==> config.mk <==
export PLATFORM = sky130hd
export DESIGN_NAME = tl_source_shrinker
export DESIGN_NICKNAME = d
export VERILOG_FILES = /design/src/rtl/tl_shrink_pkg.sv /design/src/rtl/tl_slot_alloc.sv /design/src/rtl/tl_source_shrinker.sv
export SDC_FILE = /design/constraint.sdc
export NUM_CORES = 1
export LEC_CHECK = 0
export ABC_AREA = 1
export CAP_MARGIN = 15
export CORE_AREA = 2 2 163 165
export CTS_CLUSTER_DIAMETER = 150
export DETAILED_ROUTE_END_ITERATION = 12
export DIE_AREA = 0 0 165 167
export HOLD_SLACK_MARGIN = 0.06
export PLACE_DENSITY_LB_ADDON = 0.05
export SLEW_MARGIN = 20
export SYNTH_ARGS = -nofsm -noshare
export SYNTH_HDL_FRONTEND = slang
export SYNTH_SLANG_ARGS = --single-unit
==> constraint.sdc <==
create_clock -name clock -period 3.35 [get_ports clock]
set_input_delay 0.335 -clock clock [delete_from_list [all_inputs] [get_ports clock]]
set_output_delay 0.335 -clock clock [all_outputs]
set_load 0.02 [all_outputs]
==> src/rtl/tl_shrink_pkg.sv <==
// Shared TileLink A/D payload types, opcode constants and burst beat-count helper.
// Latency: n/a (types and pure functions only).
// Backpressure: n/a.
package tl_shrink_pkg;

   // Packed source field is wide enough for any supported upstream ID width (IN_SRC_W <= SRC_W).
   localparam int SRC_W = 8;

   localparam logic [2:0] A_PUT_FULL    = 3'd0;
   localparam logic [2:0] A_PUT_PARTIAL = 3'd1;
   localparam logic [2:0] A_GET         = 3'd4;
   localparam logic [2:0] D_ACK         = 3'd0;
   localparam logic [2:0] D_ACK_DATA    = 3'd1;

   typedef struct packed {
      logic [2:0]       opcode;
      logic [2:0]       param;
      logic [3:0]       size;
      logic [SRC_W-1:0] source;
      logic [28:0]      address;
      logic [7:0]       mask;
      logic [63:0]      data;
      logic             corrupt;
   } tl_a_t;

   typedef struct packed {
      logic [2:0]       opcode;
      logic [1:0]       param;
      logic [3:0]       size;
      logic [SRC_W-1:0] source;
      logic [2:0]       sink;
      logic             denied;
      logic [63:0]      data;
      logic             corrupt;
   } tl_d_t;

   function automatic logic a_has_data(input logic [2:0] opcode);
      return (opcode == A_PUT_FULL) || (opcode == A_PUT_PARTIAL);
   endfunction

   function automatic logic d_has_data(input logic [2:0] opcode);
      return (opcode == D_ACK_DATA);
   endfunction

   // Beats in the message minus one; a data-carrying message larger than one bus word spans several beats.
   function automatic logic [3:0] beats_m1(input logic has_data, input logic [3:0] size,
                                           input int unsigned lg_bb);
      logic [31:0] n;
      n = 32'd0;
      if (has_data && (32'(size) > lg_bb)) begin
         n = (32'd1 << (32'(size) - lg_bb)) - 32'd1;
      end
      return n[3:0];
   endfunction

endpackage

==> src/rtl/tl_slot_alloc.sv <==
// Slot allocation vector with lowest-free priority encoder and registered occupancy count.
// Latency: free/alloc take effect on the next clock edge; inflight lags the vector update by zero extra cycles.
// Backpressure: any_free_o deasserts when every slot is held; a slot freed this cycle is offered next cycle.
module tl_slot_alloc #(
   parameter int NUM_SLOTS = 4
) (
   input  logic                         clock,
   input  logic                         reset,
   input  logic                         alloc_vld_i,
   input  logic                         free_vld_i,
   input  logic [$clog2(NUM_SLOTS)-1:0] free_idx_i,
   output logic                         any_free_o,
   output logic [$clog2(NUM_SLOTS)-1:0] free_slot_o,
   output logic [NUM_SLOTS-1:0]         alloc_vec_o,
   output logic [$clog2(NUM_SLOTS):0]   inflight_o
);

   localparam int SW = $clog2(NUM_SLOTS);
   localparam int CW = SW + 1;

   logic [NUM_SLOTS-1:0] vec_q, vec_d;
   logic [CW-1:0]        cnt_q, cnt_d;
   logic [SW-1:0]        low_free;

   // Lowest-index free slot, scanned from the top so the smallest index wins.
   always_comb begin
      low_free = '0;
      for (int i = NUM_SLOTS - 1; i >= 0; i--) begin
         if (!vec_q[i]) low_free = SW'(i);
      end
   end

   // Next allocation vector: free and allocate can hit different slots in the same cycle.
   always_comb begin
      vec_d = vec_q;
      if (free_vld_i)  vec_d[free_idx_i] = 1'b0;
      if (alloc_vld_i) vec_d[low_free]   = 1'b1;
      cnt_d = '0;
      for (int i = 0; i < NUM_SLOTS; i++) begin
         cnt_d = cnt_d + CW'(vec_d[i]);
      end
   end

   // Vector and its popcount are registered together so inflight always matches the vector.
   always_ff @(posedge clock or negedge reset) begin
      if (!reset) begin
         vec_q <= '0;
         cnt_q <= '0;
      end else begin
         vec_q <= vec_d;
         cnt_q <= cnt_d;
      end
   end

   assign any_free_o  = ~&vec_q;
   assign free_slot_o = low_free;
   assign alloc_vec_o = vec_q;
   assign inflight_o  = cnt_q;

endmodule

==> src/rtl/tl_source_shrinker.sv <==
// Narrows upstream TileLink source IDs to slot indices and restores them on D; build with TL_SHRINK_CHECK_EN for the sticky protocol checker.
// Latency: zero-cycle pass-through on A and D; only the source field is rewritten.
// Backpressure: A stalls when no slot is free and no burst is open; D ready/valid pass straight through.
module tl_source_shrinker
   import tl_shrink_pkg::*;
#(
   parameter int NUM_SLOTS  = 4,
   parameter int IN_SRC_W   = 7,
   parameter int BEAT_BYTES = 8
) (
   input  logic                         clock,
   input  logic                         reset,
   input  logic                         auto_in_a_valid,
   output logic                         auto_in_a_ready,
   input  tl_a_t                        auto_in_a_bits,
   output logic                         auto_out_a_valid,
   input  logic                         auto_out_a_ready,
   output tl_a_t                        auto_out_a_bits,
   input  logic                         auto_out_d_valid,
   output logic                         auto_out_d_ready,
   input  tl_d_t                        auto_out_d_bits,
   output logic                         auto_in_d_valid,
   input  logic                         auto_in_d_ready,
   output tl_d_t                        auto_in_d_bits,
   output logic [$clog2(NUM_SLOTS):0]   inflight,
   output logic                         err
);

   localparam int SW = $clog2(NUM_SLOTS);
   localparam int unsigned LG_BB = $clog2(BEAT_BYTES);

   logic                 any_free;
   logic [SW-1:0]        free_slot;
   logic [NUM_SLOTS-1:0] alloc_vec;
   logic [3:0]           a_cnt_q, a_cnt_d;
   logic [SW-1:0]        a_slot_q, a_slot_d;
   logic [3:0]           d_cnt_q, d_cnt_d;
   logic [IN_SRC_W-1:0]  table_q [NUM_SLOTS];
   logic                 mid_burst, a_fire, a_first_fire;
   logic                 d_fire, d_last, free_vld;
   logic [SW-1:0]        a_slot, d_idx;
   logic [3:0]           a_len_m1, d_len_m1;
   logic [SRC_W-1:0]     d_src;

   assign mid_burst        = (a_cnt_q != 4'd0);
   assign a_slot           = mid_burst ? a_slot_q : free_slot;
   assign auto_out_a_valid = auto_in_a_valid  && (mid_burst || any_free);
   assign auto_in_a_ready  = auto_out_a_ready && (mid_burst || any_free);
   assign a_fire           = auto_in_a_valid && auto_in_a_ready;
   assign a_first_fire     = a_fire && !mid_burst;
   assign a_len_m1         = beats_m1(a_has_data(auto_in_a_bits.opcode), auto_in_a_bits.size, LG_BB);

   assign auto_in_d_valid  = auto_out_d_valid;
   assign auto_out_d_ready = auto_in_d_ready;
   assign d_fire           = auto_out_d_valid && auto_in_d_ready;
   assign d_idx            = auto_out_d_bits.source[SW-1:0];
   assign d_len_m1         = beats_m1(d_has_data(auto_out_d_bits.opcode), auto_out_d_bits.size, LG_BB);
   // Ignore frees for slots that are not held so a stray response cannot corrupt the count.
   assign free_vld         = d_last && alloc_vec[d_idx];

   tl_slot_alloc #(
      .NUM_SLOTS (NUM_SLOTS)
   ) u_alloc (
      .clock       (clock),
      .reset       (reset),
      .alloc_vld_i (a_first_fire),
      .free_vld_i  (free_vld),
      .free_idx_i  (d_idx),
      .any_free_o  (any_free),
      .free_slot_o (free_slot),
      .alloc_vec_o (alloc_vec),
      .inflight_o  (inflight)
   );

   // A payload passes through with the slot index in the low source bits.
   always_comb begin
      auto_out_a_bits                = auto_in_a_bits;
      auto_out_a_bits.source         = '0;
      auto_out_a_bits.source[SW-1:0] = a_slot;
   end

   // D payload passes through with the original source looked up by slot.
   always_comb begin
      d_src                     = '0;
      d_src[IN_SRC_W-1:0]       = table_q[d_idx];
      auto_in_d_bits            = auto_out_d_bits;
      auto_in_d_bits.source     = d_src;
   end

   // A burst tracking: first beat opens the burst and pins the slot, later beats count down.
   always_comb begin
      a_cnt_d  = a_cnt_q;
      a_slot_d = a_slot_q;
      if (a_fire) begin
         if (mid_burst) begin
            a_cnt_d = a_cnt_q - 4'd1;
         end else begin
            a_cnt_d  = a_len_m1;
            a_slot_d = free_slot;
         end
      end
   end

   // D burst tracking: the last beat of a response is what releases the slot.
   always_comb begin
      d_cnt_d = d_cnt_q;
      d_last  = 1'b0;
      if (d_fire) begin
         if (d_cnt_q == 4'd0) begin
            d_cnt_d = d_len_m1;
            d_last  = (d_len_m1 == 4'd0);
         end else begin
            d_cnt_d = d_cnt_q - 4'd1;
            d_last  = (d_cnt_q == 4'd1);
         end
      end
   end

   // Burst counters and held slot; reset abandons any open burst.
   always_ff @(posedge clock or negedge reset) begin
      if (!reset) begin
         a_cnt_q  <= '0;
         a_slot_q <= '0;
         d_cnt_q  <= '0;
      end else begin
         a_cnt_q  <= a_cnt_d;
         a_slot_q <= a_slot_d;
         d_cnt_q  <= d_cnt_d;
      end
   end

   // Source table is plain storage: every entry is written before it can be read back.
   always_ff @(posedge clock) begin
      if (a_first_fire) table_q[free_slot] <= auto_in_a_bits.source[IN_SRC_W-1:0];
   end

`ifdef TL_SHRINK_CHECK_EN
   logic err_q, err_set;

   // Flag responses to unheld slots and bursts whose source changes mid-message.
   always_comb begin
      err_set = (d_fire && !alloc_vec[d_idx]) ||
                (a_fire && mid_burst && (auto_in_a_bits.source[IN_SRC_W-1:0] != table_q[a_slot_q]));
   end

   // Sticky error, cleared only by reset.
   always_ff @(posedge clock or negedge reset) begin
      if (!reset) err_q <= 1'b0;
      else        err_q <= err_q | err_set;
   end

   assign err = err_q;
`else
   assign err = 1'b0;
`endif

endmodule

== Word-level counts from Yosys, hierarchy flattened ==
Memory sizes are Yosys's and may differ from the RTL's.
Index checks and enable logic that the tools add are counted.

* Register bits: 17
* Memory bits (writable): 28
* Bits of input ports: 212
* Output and inout port bits: 214
* Word-level logic and storage cells: 69
* Memories: 1

* Add/sub/neg operators: 9
* Magnitude comparators: 6
* Equal/unequal tests: 3
* Shift operators: 2
* Muxes and demuxes: 21
* Bitwise logic cells: 3
* Reduce and logical (&&, ||, !) cells: 19

{| class="wikitable"
|+ Memories
! memory !! words !! bits a word !! rd ports !! clocked after memory_dff !! write ports !! line !! text
|-
| table_q || 4 || 7 || 1 || 0 || 1 || tl_source_shrinker.sv:38 || <nowiki>logic [IN_SRC_W-1:0] table_q [NUM_SLOTS];</nowiki>
|}

{| class="wikitable"
|+ Operators by type and width
! kind !! count
|-
| 1-bit by 32-bit left shift with 4-bit output (first input constant) || 2
|-
| 4-bit 2-to-1 mux || 6
|-
| 4-bit by 1-bit subtractor with 4-bit output (second input constant) || 4
|-
| 1-bit logical AND || 10
|-
| 2-bit 2-to-1 mux || 5
|-
| 4-bit by 2-bit subtractor with 5-bit output (second input constant) || 2
|-
| 4-bit by 2-bit greater-than comparator with 1-bit output (second input constant) || 2
|-
| 4-bit zero test || 2
|-
| 1-bit 2-to-1 mux || 7
|-
| 3-bit by 1-bit adder with 3-bit output || 2
|-
| 3-bit by 1-bit == test with 1-bit output (second input constant) || 2
|-
| 2-bit by 3-bit < comparator with 1-bit output (second input constant) || 2
|-
| 4-bit AND || 1
|-
| 1-bit demux with 2-bit select || 2
|-
| 4-bit by 1-bit == test with 1-bit output (second input constant) || 1
|-
| 2-bit by 1-bit greater-or-equal comparator with 1-bit output (second input constant) || 2
|-
| 4-bit NOT || 1
|-
| 4-bit OR || 1
|-
| 4-bit AND reduction || 1
|-
| 4-bit nonzero test || 1
|-
| 3-bit zero test || 1
|-
| 1-bit by 1-bit adder with 2-bit output || 1
|-
| 1-bit binary-select mux with 2-bit select || 1
|-
| 1-bit zero test || 2
|-
| 1-bit logical OR || 2
|}

== Longest topological paths before layout ==
* Depth in word-level cells: 14
* Depth in mapped cells: 20
* Gate-level depth less buffers: 20

== Hierarchy ==
A second synthesis with hierarchy kept.

* Cell total of the unflattened synthesis: 469
* Area total of the unflattened synthesis: 3,917.5 µm²

{| class="wikitable"
|+ By module, submodules not included
! module !! times used !! cells an instance !! area an instance (µm²)
|-
| tl_source_shrinker || 1 || 423 || 3,542.1
|-
| tl_slot_alloc || 1 || 46 || 375.4
|}

== Worst setup path before layout ==
No wires, ideal clock.

* Path kind: input to register
* From: in auto_out_d_bits[77] in the netlist's numbering
* To: reg u_alloc.cnt_q[1] (netlist: u_alloc.inflight_o[1])
* Setup time: 0.126 ns
* Data arrival time: 2.667 ns
* Data required time: 3.224 ns
* Setup slack: 0.557 ns
* Cell stages on the path: 20
* Buffers on the path: 0
* Path through: ha_1 inv_1 nand2_1 nand2_1 nand2_1 nor2_2 nand2_1 ha_1 inv_1 nand3_1 nand2_1 a21oi_1 nand2_1 nand2_2 nand3_1 nand2_1 nand2_1 ha_1 fa_1 ha_1

* Word-level cells in the longest chain between the ends: 14
* Elaborated cells on any way between the ends: 16
* Classes of those cells: add/sub: 5; order compare: 1; shift: 1; mux: 5; bitwise: 1; reduce/logical: 3

{| class="wikitable"
|+ RTL lines
! item !! line !! text
|-
| start: declaration || tl_source_shrinker.sv:21 || <nowiki>input tl_d_t auto_out_d_bits,</nowiki>
|-
| 4-bit by 2-bit subtractor with 5-bit output || tl_shrink_pkg.sv:51 || <nowiki>n = (32'd1 << (32'(size) - lg_bb)) - 32'd1;</nowiki>
|-
| 1-bit by 32-bit left shift with 4-bit output || tl_shrink_pkg.sv:51 ||
|-
| 4-bit by 1-bit subtractor with 4-bit output || tl_shrink_pkg.sv:51 ||
|-
| 4-bit 2-to-1 mux (*) || tl_shrink_pkg.sv:50 || <nowiki>if (has_data && (32'(size) > lg_bb)) begin</nowiki>
|-
| 4-bit zero test (*) || tl_source_shrinker.sv:111 || <nowiki>d_last = (d_len_m1 == 4'd0);</nowiki>
|-
| 1-bit 2-to-1 mux (*) || tl_source_shrinker.sv:109 || <nowiki>if (d_cnt_q == 4'd0) begin</nowiki>
|-
| 1-bit 2-to-1 mux (*) || tl_source_shrinker.sv:108 || <nowiki>if (d_fire) begin</nowiki>
|-
| 1-bit logical AND (*) || tl_source_shrinker.sv:59 || <nowiki>assign free_vld = d_last && alloc_vec[d_idx];</nowiki>
|-
| 4-bit 2-to-1 mux (*) || tl_slot_alloc.sv:36 || <nowiki>if (free_vld_i) vec_d[free_idx_i] = 1'b0;</nowiki>
|-
| 4-bit OR (no source line) || n/a ||
|-
| 4-bit 2-to-1 mux (*) || tl_slot_alloc.sv:37 || <nowiki>if (alloc_vld_i) vec_d[low_free] = 1'b1;</nowiki>
|-
| via u_alloc.vec_d[1] || tl_slot_alloc.sv:21 || <nowiki>logic [NUM_SLOTS-1:0] vec_q, vec_d;</nowiki>
|-
| 1-bit by 1-bit adder with 2-bit output (*) || tl_slot_alloc.sv:40 || <nowiki>cnt_d = cnt_d + CW'(vec_d[i]);</nowiki>
|-
| 3-bit by 1-bit adder with 3-bit output (*) (2 in a row) || tl_slot_alloc.sv:40 ||
|-
| via u_alloc.cnt_d[1] || tl_slot_alloc.sv:22 || <nowiki>logic [CW-1:0] cnt_q, cnt_d;</nowiki>
|-
| end signal: assignment || tl_slot_alloc.sv:51 || <nowiki>cnt_q <= cnt_d;</nowiki>
|-
| end: declaration || tl_slot_alloc.sv:22 ||
|}

The timed path passes the listed nets; every way through them passes the cells marked *.
A chain may end at the register's enable or synchronous reset.

== Worst setup path after layout ==
Ends and elaborated chain as after synthesis.

==> results <==
critical path, delay by kind of cell:
kind	cells	cell delay, ps
compound gates	1	120
fa+ha+maj	5	1390
buf+inv	2	510
simple gates	12	920
metal layers:
metal  wire, um  global-route usage [%]  vias to the layer above
met2       8010                    19.7                      207
met3       3320                    11.7                       44
li1           -                       -                      992
met5        115                    2.91                        -
met1       4790                    9.13                     1000
met4        637                    4.88                        2
logic make-up (layout without fill, tap and decap cells):
group / Yosys count / after routing / share of synthesized area, %
flops: 45 / 45 / 32.8
buf+inv: 240 / 115 / 42.9
compound gates: 37 / 37 / 6.03
other cells: 1 / 8 / 0.0971
fa+ha+maj: 11 / 11 / 3.76
simple gates: 112 / 112 / 13.7
xor+xnor: 3 / 3 / 0.681
stage by stage:
stage	instance area (sq um)	std cells	power (mW)
after floorplan	3890	456	1.49
after global placement	3440	657	1.48
after detailed placement	3440	657	1.46
after CTS	3630	665	2.15
after global routing	3660	666	2.26
final	3660	666	2.10
sequential cells by signal (all words and copies together), names as in the netlist:
register	cells
a_slot_q	2
u_alloc.inflight_o	3
u_alloc.alloc_vec_o	4
a_cnt_q	4
d_cnt_q	4
table_q	28
path summary, 6_finish.rpt:
check | from | depth (start not counted) | slack [ps] | end
min | a_slot_q[1]$_DFFE_PN0P_ | 2 | 480 | a_slot_q[1]$_DFFE_PN0P_
max in group asynchronous | reset | 1 | 2240 | u_alloc.alloc_vec_o[3]$_DFF_PN0_
max | auto_out_d_bits[77] | 20 | 250 | u_alloc.inflight_o[1]$_DFF_PN0_
min in group asynchronous | reset | 1 | 550 | u_alloc.alloc_vec_o[2]$_DFF_PN0_
min reg2reg | a_slot_q[1]$_DFFE_PN0P_ | 2 | 480 | a_slot_q[1]$_DFFE_PN0P_
max reg2reg | a_cnt_q[0]$_DFFE_PN0P_ | 16 | 540 | u_alloc.inflight_o[1]$_DFF_PN0_
report_power, final:
group / switching, mW / internal [mW] / total (mW) / leakage [nW]
combinational: 0.405 / 0.282 / 0.687 / 0.956
sequential: 0.0634 / 0.681 / 0.744 / 0.464
clock: 0.236 / 0.431 / 0.667 / 0.0944
synth_stat cells, drive strengths merged, types with 2 or more instances:
| cell type | number | area (sq um) |
|---|---|---|
| a21oi | 8 | 40.0 |
| a22oi | 14 | 105 |
| buf | 200 | 1500 |
| clkinv | 4 | 15.0 |
| dfrtp | 17 | 425 |
| edfxtp | 28 | 841 |
| ha | 10 | 125 |
| inv | 36 | 140 |
| nand2 | 69 | 284 |
| nand3 | 17 | 85.1 |
| nand4 | 4 | 25.0 |
| nor2 | 17 | 95.1 |
| nor3 | 3 | 26.3 |
| o211ai | 2 | 15.0 |
| o21ai | 10 | 50.1 |
| xor2 | 2 | 17.5 |
final cells by class:
type	count	area (sq um)
fillers	2878	22100
well taps	335	419
repair buffers	67	646
flip-flops and latches	45	1270
clock buffers	5	125
clock inverters	3	68.8
inverters	40	155
multi-input cells	171	977
timing repair:
item	in CTS	in global routing
setup endpoints to repair	0	2
gates resized for setup	0	6
hold buffers	0	0
buffers inserted	0	1
==> flow_metrics.env <==
export IMPL_drive_above_1_share_pct=11.8
export IMPL_gp_congestion=0.713
export IMPL_whs_ps=483
export IMPL_placeableCoreArea_sq_um=25800
export IMPL_fin_util_pct=14.2
export IMPL_hp_class="reg2reg"
export IMPL_ys_ff_latch=45
export IMPL_path_max_fanout=3
export IMPL_drt_initial_drc_count=106
export IMPL_gr_total_overflow=0
export IMPL_grt_pass1_wl_mm=21.5
export IMPL_synthArstFlopShare_pct=37.8
export IMPL_initial_core_util_pct=15.0
export IMPL_num_rows=59
export IMPL_ir_drop_uv=157
export IMPL_clockBufferDepth=2
export IMPL_slowest_stage="clkdlybuf4s50_1"
export IMPL_drt_antenna_violating_nets=0
export IMPL_ys_seq_area_share_pct=32.8
export IMPL_antennaDiodeCount=0
export IMPL_cpMostUsedCell="nand2_1"
export IMPL_fmax_mhz=323
export IMPL_critPathKind="in2reg"
export IMPL_firstDrtPassIters=4
export IMPL_drt_wl_total_mm=16.9
export IMPL_via_per_inst=3.37
export IMPL_layout_setup_ws_ps=255
export IMPL_root_buffer="clkbuf_16"
export IMPL_clk_insertion_delay_late_ps=300
export IMPL_layout_common_cells="nand2_1 (62), clkdlybuf4s50_1 (55), inv_1 (32), edfxtp_1 (28)"
export IMPL_syn_mean_instance_area_sq_um=8.60
export IMPL_grt_max_degree=18
export IMPL_fin_crit_ps=3100
export IMPL_crit_path_end_kind="flop"
export IMPL_portBuffers=56
export IMPL_crit_required_ps=3520
export IMPL_finalHoldViolations=0
export IMPL_path_clk_slew_ps=60
export IMPL_num_vias=2245
export IMPL_fin_tns_setup_ps=0
export IMPL_rsz0062_at_grt="false"
export IMPL_fin_nets=553
export IMPL_die_w_um=165
export IMPL_cts_tree="yes"
export IMPL_drc=0
export IMPL_worst_pin_slew_ps=905
export IMPL_p_per_area_nw_per_um2=574
export IMPL_synth_edf_count=28
export IMPL_status="finished, final reports clean"
export IMPL_fin_worst_skew_ps=9.56
export IMPL_clock_sinks=45
export IMPL_drv_cap=0
export IMPL_synthToLayoutAreaGrowth_pct=-5.28
export IMPL_leakage_nw=1.52
export IMPL_synth_cell_area_sq_um=3860
export IMPL_maxSlewViolCount=0
export IMPL_ios=426
export IMPL_crit_path_max_incr_delay_ps=480
export IMPL_grt_pass1_vias=2429
export IMPL_layout_commonest_cell="nand2_1"
export IMPL_antenna_found_initial=0
export IMPL_post_route_period_util_pct=92.4
export IMPL_syn_inst=449
export IMPL_die_h_um=167
export IMPL_die_area_sq_um=27600
export IMPL_synth_distinct_cells=32
export IMPL_place_ws_ps=-153
export IMPL_cts_buffers=5
export IMPL_dp_hpwl_mm=14.9
export IMPL_route_detailed_wl_per_inst_um=25.3
export IMPL_ys_warnings_count=0
export IMPL_grt_use_total_pct=11.9
export IMPL_cp_arrival_ps=3270
export IMPL_slew_headroom_pct=39.5
export IMPL_htreeDepth=2
export IMPL_synth_ff_type="edfxtp_1"
export IMPL_finalSetupViolations=0
export IMPL_start_kind="primary input"
export IMPL_worstPathCellList="clkdlybuf4s50_1, ha_2, nand2_1, nand2_2, nand2_1, nor2_2, nand2_1, ha_1, inv_1, nand3_1, nand2_1, a21oi_1, nand2_1, nand2_2, nand3_1, nand2_1, nand2_2, ha_1, fa_2, ha_1"
Power figures use the tool's default switching activity.
